--- config.mk ---
export PLATFORM = sky130hd
export DESIGN_NAME = mem_arbiter
export DESIGN_NICKNAME = d
export VERILOG_FILES = /design/src/rtl/mem_arbiter_pkg.sv /design/src/rtl/mem_lane_align.sv /design/src/rtl/mem_arbiter.sv
export SDC_FILE = /design/constraint.sdc
export NUM_CORES = 1
export LEC_CHECK = 0
export ABC_CLOCK_PERIOD_IN_PS = 2500
export CAP_MARGIN = 20
export CORE_ASPECT_RATIO = 0.9
export CORE_UTILIZATION = 40
export DETAILED_ROUTE_END_ITERATION = 8
export PLACE_DENSITY = 0.83
export SYNTH_ARGS = -nofsm -noshare
export SYNTH_HDL_FRONTEND = slang
export SYNTH_HIERARCHICAL = 1
export SYNTH_SLANG_ARGS = --single-unit
--- constraint.sdc ---
create_clock -name clk -period 2.5 [get_ports clk]
set_clock_uncertainty 0.05 [all_clocks]
set_input_delay 0.5 -clock clk [delete_from_list [all_inputs] [get_ports clk]]
set_output_delay 0.5 -clock clk [all_outputs]
set_load 0.05 [all_outputs]
--- src/rtl/mem_arbiter_pkg.sv ---
// Shared decode types for the memory arbiter: ALU/memory op codes, arbiter FSM
// states, the default ack timeout and small op-classification helpers.
package mem_arbiter_pkg;

  typedef enum logic [3:0] {
    ADD_OP,
    SUB_OP,
    AND_OP,
    OR_OP,
    XOR_OP,
    SLT_OP,
    SLL_OP,
    SRL_OP,
    LW_OP,
    LB_OP,
    SW_OP,
    SB_OP
  } alu_op_t;

  typedef enum logic [1:0] {
    IDLE,
    BUSY_IF,
    BUSY_LS,
    RESP
  } mem_state_t;

  localparam int MEM_MAX_WAIT = 255;

  function automatic logic is_store_op(alu_op_t op);
    return (op == SW_OP) || (op == SB_OP);
  endfunction

  function automatic logic is_byte_op(alu_op_t op);
    return (op == LB_OP) || (op == SB_OP);
  endfunction

  // Word accesses must be word aligned; byte accesses may use any lane.
  function automatic logic ls_access_ok(alu_op_t op, logic [1:0] lane);
    case (op)
      LB_OP, SB_OP: return 1'b1;
      LW_OP, SW_OP: return lane == 2'b00;
      default:      return 1'b0;
    endcase
  endfunction

endpackage

--- src/rtl/mem_lane_align.sv ---
// Byte-lane steering between the CPU view and the 32-bit memory bus:
// byte enables, store-byte replication and load-byte sign extension.
module mem_lane_align
  import mem_arbiter_pkg::*;
(
  input  alu_op_t     op,
  input  logic [1:0]  lane,
  input  logic [31:0] store_data,
  input  logic [31:0] mem_rdata,
  output logic [3:0]  be,
  output logic [31:0] mem_wdata,
  output logic [31:0] load_data
);

  logic [7:0] byte_sel;

  always_comb begin
    be        = 4'b1111;
    mem_wdata = store_data;
    load_data = mem_rdata;
    byte_sel  = mem_rdata[{lane, 3'b000} +: 8];
    if (is_byte_op(op)) begin
      be        = 4'b0001 << lane;
      mem_wdata = {4{store_data[7:0]}};
      load_data = {{24{byte_sel[7]}}, byte_sel};
    end
  end

endmodule

--- src/rtl/mem_arbiter.sv ---
// Single memory port shared by instruction fetch and load/store, load/store
// having priority; misaligned or unknown accesses and ack timeouts answer with err.
module mem_arbiter
  import mem_arbiter_pkg::*;
#(
  parameter int MAX_WAIT = MEM_MAX_WAIT
) (
  input  logic        clk,
  input  logic        rst_n,
  input  logic        if_req,
  input  logic [31:0] if_addr,
  output logic [31:0] if_rdata,
  output logic        if_ack,
  output logic        if_err,
  input  logic        ls_req,
  input  alu_op_t     ls_op,
  input  logic [31:0] ls_addr,
  input  logic [31:0] ls_wdata,
  output logic [31:0] ls_rdata,
  output logic        ls_ack,
  output logic        ls_err,
  output logic        mem_req,
  output logic        mem_we,
  output logic [3:0]  mem_be,
  output logic [31:0] mem_addr,
  output logic [31:0] mem_wdata,
  input  logic [31:0] mem_rdata,
  input  logic        mem_ack,
  output logic        stall
);

  localparam int CW = $clog2(MAX_WAIT + 1);

  mem_state_t    state_q, state_d;
  logic [CW-1:0] wait_q, wait_d;
  logic          ls_owner_q, ls_owner_d;
  alu_op_t       op_q, op_d;
  logic [1:0]    lane_q, lane_d;

  logic          mem_req_d, mem_we_d;
  logic [3:0]    mem_be_d;
  logic [31:0]   mem_addr_d, mem_wdata_d;
  logic          if_ack_d, if_err_d, ls_ack_d, ls_err_d;
  logic [31:0]   if_rdata_d, ls_rdata_d;

  logic          rsp_valid, rsp_err;
  logic [31:0]   rsp_rdata;

  alu_op_t       align_op;
  logic [1:0]    align_lane;
  logic [3:0]    align_be;
  logic [31:0]   align_wdata, align_rdata;

  // The aligner sees the incoming load/store while idle and the latched access otherwise.
  assign align_op   = (state_q == IDLE) ? ls_op : op_q;
  assign align_lane = (state_q == IDLE) ? ls_addr[1:0] : lane_q;

  mem_lane_align u_align (
    .op         (align_op),
    .lane       (align_lane),
    .store_data (ls_wdata),
    .mem_rdata  (mem_rdata),
    .be         (align_be),
    .mem_wdata  (align_wdata),
    .load_data  (align_rdata)
  );

  assign stall = (if_req & ~if_ack) | (ls_req & ~ls_ack);

  always_comb begin
    state_d     = state_q;
    wait_d      = wait_q;
    ls_owner_d  = ls_owner_q;
    op_d        = op_q;
    lane_d      = lane_q;
    mem_req_d   = mem_req;
    mem_we_d    = mem_we;
    mem_be_d    = mem_be;
    mem_addr_d  = mem_addr;
    mem_wdata_d = mem_wdata;
    if_ack_d    = 1'b0;
    if_err_d    = 1'b0;
    if_rdata_d  = '0;
    ls_ack_d    = 1'b0;
    ls_err_d    = 1'b0;
    ls_rdata_d  = '0;
    rsp_valid   = 1'b0;
    rsp_err     = 1'b0;
    rsp_rdata   = '0;

    case (state_q)
      IDLE: begin
        wait_d = '0;
        if (ls_req) begin
          ls_owner_d = 1'b1;
          op_d       = ls_op;
          lane_d     = ls_addr[1:0];
          if (ls_access_ok(ls_op, ls_addr[1:0])) begin
            state_d     = BUSY_LS;
            mem_req_d   = 1'b1;
            mem_we_d    = is_store_op(ls_op);
            mem_be_d    = align_be;
            mem_addr_d  = {ls_addr[31:2], 2'b00};
            mem_wdata_d = is_store_op(ls_op) ? align_wdata : '0;
          end else begin
            state_d   = RESP;
            rsp_valid = 1'b1;
            rsp_err   = 1'b1;
          end
        end else if (if_req) begin
          ls_owner_d = 1'b0;
          op_d       = LW_OP;
          lane_d     = 2'b00;
          if (if_addr[1:0] == 2'b00) begin
            state_d     = BUSY_IF;
            mem_req_d   = 1'b1;
            mem_we_d    = 1'b0;
            mem_be_d    = 4'b1111;
            mem_addr_d  = {if_addr[31:2], 2'b00};
            mem_wdata_d = '0;
          end else begin
            state_d   = RESP;
            rsp_valid = 1'b1;
            rsp_err   = 1'b1;
          end
        end
      end

      BUSY_IF, BUSY_LS: begin
        if (mem_ack) begin
          state_d   = RESP;
          rsp_valid = 1'b1;
          rsp_rdata = is_store_op(op_q) ? '0 : align_rdata;
        end else if (wait_q == CW'(MAX_WAIT - 1)) begin
          state_d   = RESP;
          rsp_valid = 1'b1;
          rsp_err   = 1'b1;
        end else begin
          wait_d = wait_q + CW'(1);
        end
        if (state_d == RESP) begin
          mem_req_d   = 1'b0;
          mem_we_d    = 1'b0;
          mem_be_d    = '0;
          mem_addr_d  = '0;
          mem_wdata_d = '0;
        end
      end

      RESP: begin
        state_d = IDLE;
        wait_d  = '0;
      end

      default: state_d = IDLE;
    endcase

    // The response is steered to whichever requester owns the access being retired.
    if (rsp_valid) begin
      if (ls_owner_d) begin
        ls_ack_d   = 1'b1;
        ls_err_d   = rsp_err;
        ls_rdata_d = rsp_rdata;
      end else begin
        if_ack_d   = 1'b1;
        if_err_d   = rsp_err;
        if_rdata_d = rsp_rdata;
      end
    end
  end

  always_ff @(posedge clk or negedge rst_n) begin
    if (!rst_n) begin
      state_q    <= IDLE;
      wait_q     <= '0;
      ls_owner_q <= 1'b0;
      op_q       <= LW_OP;
      lane_q     <= 2'b00;
      mem_req    <= 1'b0;
      mem_we     <= 1'b0;
      mem_be     <= '0;
      mem_addr   <= '0;
      mem_wdata  <= '0;
      if_ack     <= 1'b0;
      if_err     <= 1'b0;
      if_rdata   <= '0;
      ls_ack     <= 1'b0;
      ls_err     <= 1'b0;
      ls_rdata   <= '0;
    end else begin
      state_q    <= state_d;
      wait_q     <= wait_d;
      ls_owner_q <= ls_owner_d;
      op_q       <= op_d;
      lane_q     <= lane_d;
      mem_req    <= mem_req_d;
      mem_we     <= mem_we_d;
      mem_be     <= mem_be_d;
      mem_addr   <= mem_addr_d;
      mem_wdata  <= mem_wdata_d;
      if_ack     <= if_ack_d;
      if_err     <= if_err_d;
      if_rdata   <= if_rdata_d;
      ls_ack     <= ls_ack_d;
      ls_err     <= ls_err_d;
      ls_rdata   <= ls_rdata_d;
    end
  end

endmodule

==> impl_metrics.env <==
export IMPL_p_seq_share_pct=28.4
export IMPL_p_int_uw=6330
export IMPL_drv_cap=0
export IMPL_power_uw=11100
export IMPL_core_area_um2=16900
export IMPL_place_congestion=0.837
export IMPL_synth_area_um2=6940
export IMPL_root_buffer="clkbuf_16"
export IMPL_syn_avg_cell_area_um2=11.1
export IMPL_first_global_vias=5827
export IMPL_mostFrequentLayoutCells="270 x clkdlybuf4s50_1, 152 x dfrtp_1, 123 x nand2_1"
export IMPL_critPathKind="flip-flop to flip-flop"
export IMPL_clk_pin_slew_ns=0.06
export IMPL_cts_max_level=4
export IMPL_dpl_instance_area_um2=9930
export IMPL_worstMarginPinSlew_ns=0.566
export IMPL_fmax_mhz=420
export IMPL_die_y_um=127
export IMPL_routed_wl_met2_mm=9.50
export IMPL_cts_max_path_buffers=2
export IMPL_dr_pass1_iters=4
export IMPL_utilization_pct=62.0
export IMPL_cts_sinks=153
export IMPL_vias_per_cell=5.10
export IMPL_ctsResizeCount=0
export IMPL_p_comb_share_pct=49.3
export IMPL_drt_met1_wl_mm=8.79
export IMPL_rr_startpoint="state_q[0]"
export IMPL_final_common_cell="clkdlybuf4s50_1"
export IMPL_cts_buffers_inserted=17
export IMPL_area_growth_pct=51.4
export IMPL_p_switching_uw=4800
export IMPL_die_w_um=141
export IMPL_overflow=0
export IMPL_fp_dieArea_um2=17900
export IMPL_holdWs_ns=-0.00678
export IMPL_num_rows=45
export IMPL_violations="hold timing"
export IMPL_cp_end_kind="flip-flop"
export IMPL_yosysWarningCount=6
export IMPL_antenna_found_initial=0
export IMPL_drt_initial_drc_count=348
export IMPL_relSlewSlack_pct=62.1
export IMPL_design_area_um2=10500
export IMPL_slew_violations=0
export IMPL_p_leak_uw=0.00506
export IMPL_antennaDiodeCount=0
export IMPL_ant_nets=0
export IMPL_outcome="finished, violations left"
export IMPL_startpoint="state_q[0]"
export IMPL_postCtsHoldBufs=0
export IMPL_fin_nets=1025
export IMPL_grt_usage_pct=23.6
export IMPL_cts_tree="done"
export IMPL_clkLatencyLatePin_ns=0.41
export IMPL_finalSetupViolCount=0
export IMPL_hold_violations=3
export IMPL_p_sw_share_pct=43.1
export IMPL_hpwlAfterDp_mm=14.9
export IMPL_finalSetupTns_ns=0
export IMPL_grt_pass1_wl_mm=32.1
export IMPL_met3WireLength_mm=1.89
export IMPL_path_max_fanout=25
export IMPL_pin_count=276
export IMPL_cp_required_ns=2.75
export IMPL_synthCells=624
export IMPL_cellPowerDensity_nw_per_um2=1060
export IMPL_pwr_share_clk_pct=22.3
export IMPL_grt_max_degree=65
export IMPL_hold_class="input port to async pin"
export IMPL_drc=0
export IMPL_portBuffers=273
export IMPL_fin_crit_sh_pct=95.2
export IMPL_post_cts_buffers=0
export IMPL_vias=5777
export IMPL_start_kind="flip-flop"
export IMPL_start_util_pct=41.0
export IMPL_wl_per_cell_um=18.2
export IMPL_fin_crit_ns=2.38
export IMPL_drive_gt1_share_pct=11.6
export IMPL_crit_arrival_ns=2.63
export IMPL_vdd_ir_drop_max_mv=0.651
export IMPL_top_layer="met4"
export IMPL_rsz0062_at_grt="false"
export IMPL_finalWirelength_mm=20.6
==> worst max-delay path, stage by stage, from the launching register on <==
cell	delay [ns]
dfrtp_1	0.41
inv_1	0.11
ha_2	0.25
mux2_2	0.40
mux4_2	0.47
nand2_4	0.28
nand2_1	0.13
and3_1	0.17
==> state kept, by name, summed over array words and instances (netlist names) <==
name and flops:
if_ack 1, if_err 1, if_rdata 32, lane_q 2
ls_ack 1, ls_err 1, ls_owner_q 1, ls_rdata 32
mem_addr 30, mem_be 4, mem_req 1, mem_wdata 32
mem_we 1, op_q 4, state_q 2, wait_q 8
==> per-stage QoR <==
step	worst slack, ns	cells	hold slack [ns]
2_1_floorplan	0.0835	625	0.154
3_3_place_gp	-0.0549	1100	0.420
3_5_place_dp	-0.0935	1100	0.423
4_1_cts	0.0839	1132	0.000911
5_1_grt	0.0195	1132	0.0204
6_report	0.119	1132	-0.00678
==> layer usage <==
layer / vias to the layer above / global-route usage (%)
met5: - / 0
met4: 0 / 8.70
met3: 29 / 7.50
met2: 271 / 37.4
met1: 2758 / 30.4
li1: 2719 / -
==> area by class of cell <==
type | count | area, um^2
Clock buffer | 22 | 484
Clock inverter | 10 | 92.6
Fill cell | 1351 | 6440
Inverter | 16 | 60.1
Multi-Input combinational cell | 400 | 2720
Sequential cell | 153 | 3830
Tap cell | 235 | 294
Timing Repair Buffer | 296 | 3020
==> final timing paths <==
| path | end | slack (ns) | cells after the start |
|---|---|---|---|
| worst min register to register | mem_addr[8] | 0.44 | 1 |
| min in group clk | mem_addr[8] | 0.44 | 1 |
| worst max register to register | ls_rdata[8] | 0.12 | 7 |
| worst max-delay path | ls_rdata[8] | 0.12 | 7 |
| max in group asynchronous | op_q[3] | 1.67 | 2 |
| worst min-delay path | mem_addr[8] | -0.007 | 1 |
==> power by group through the flow <==
stage	clock, uW	combinational (uW)	sequential (uW)
2_1_floorplan	0	2420	4420
4_1_cts	2520	5490	3170
3_5_place_dp	0	5480	3200
5_1_grt	2640	5870	3220
6_report	2480	5490	3170
3_3_place_gp	0	5390	3210
Note: power is estimated with default switching activity, not from simulation.
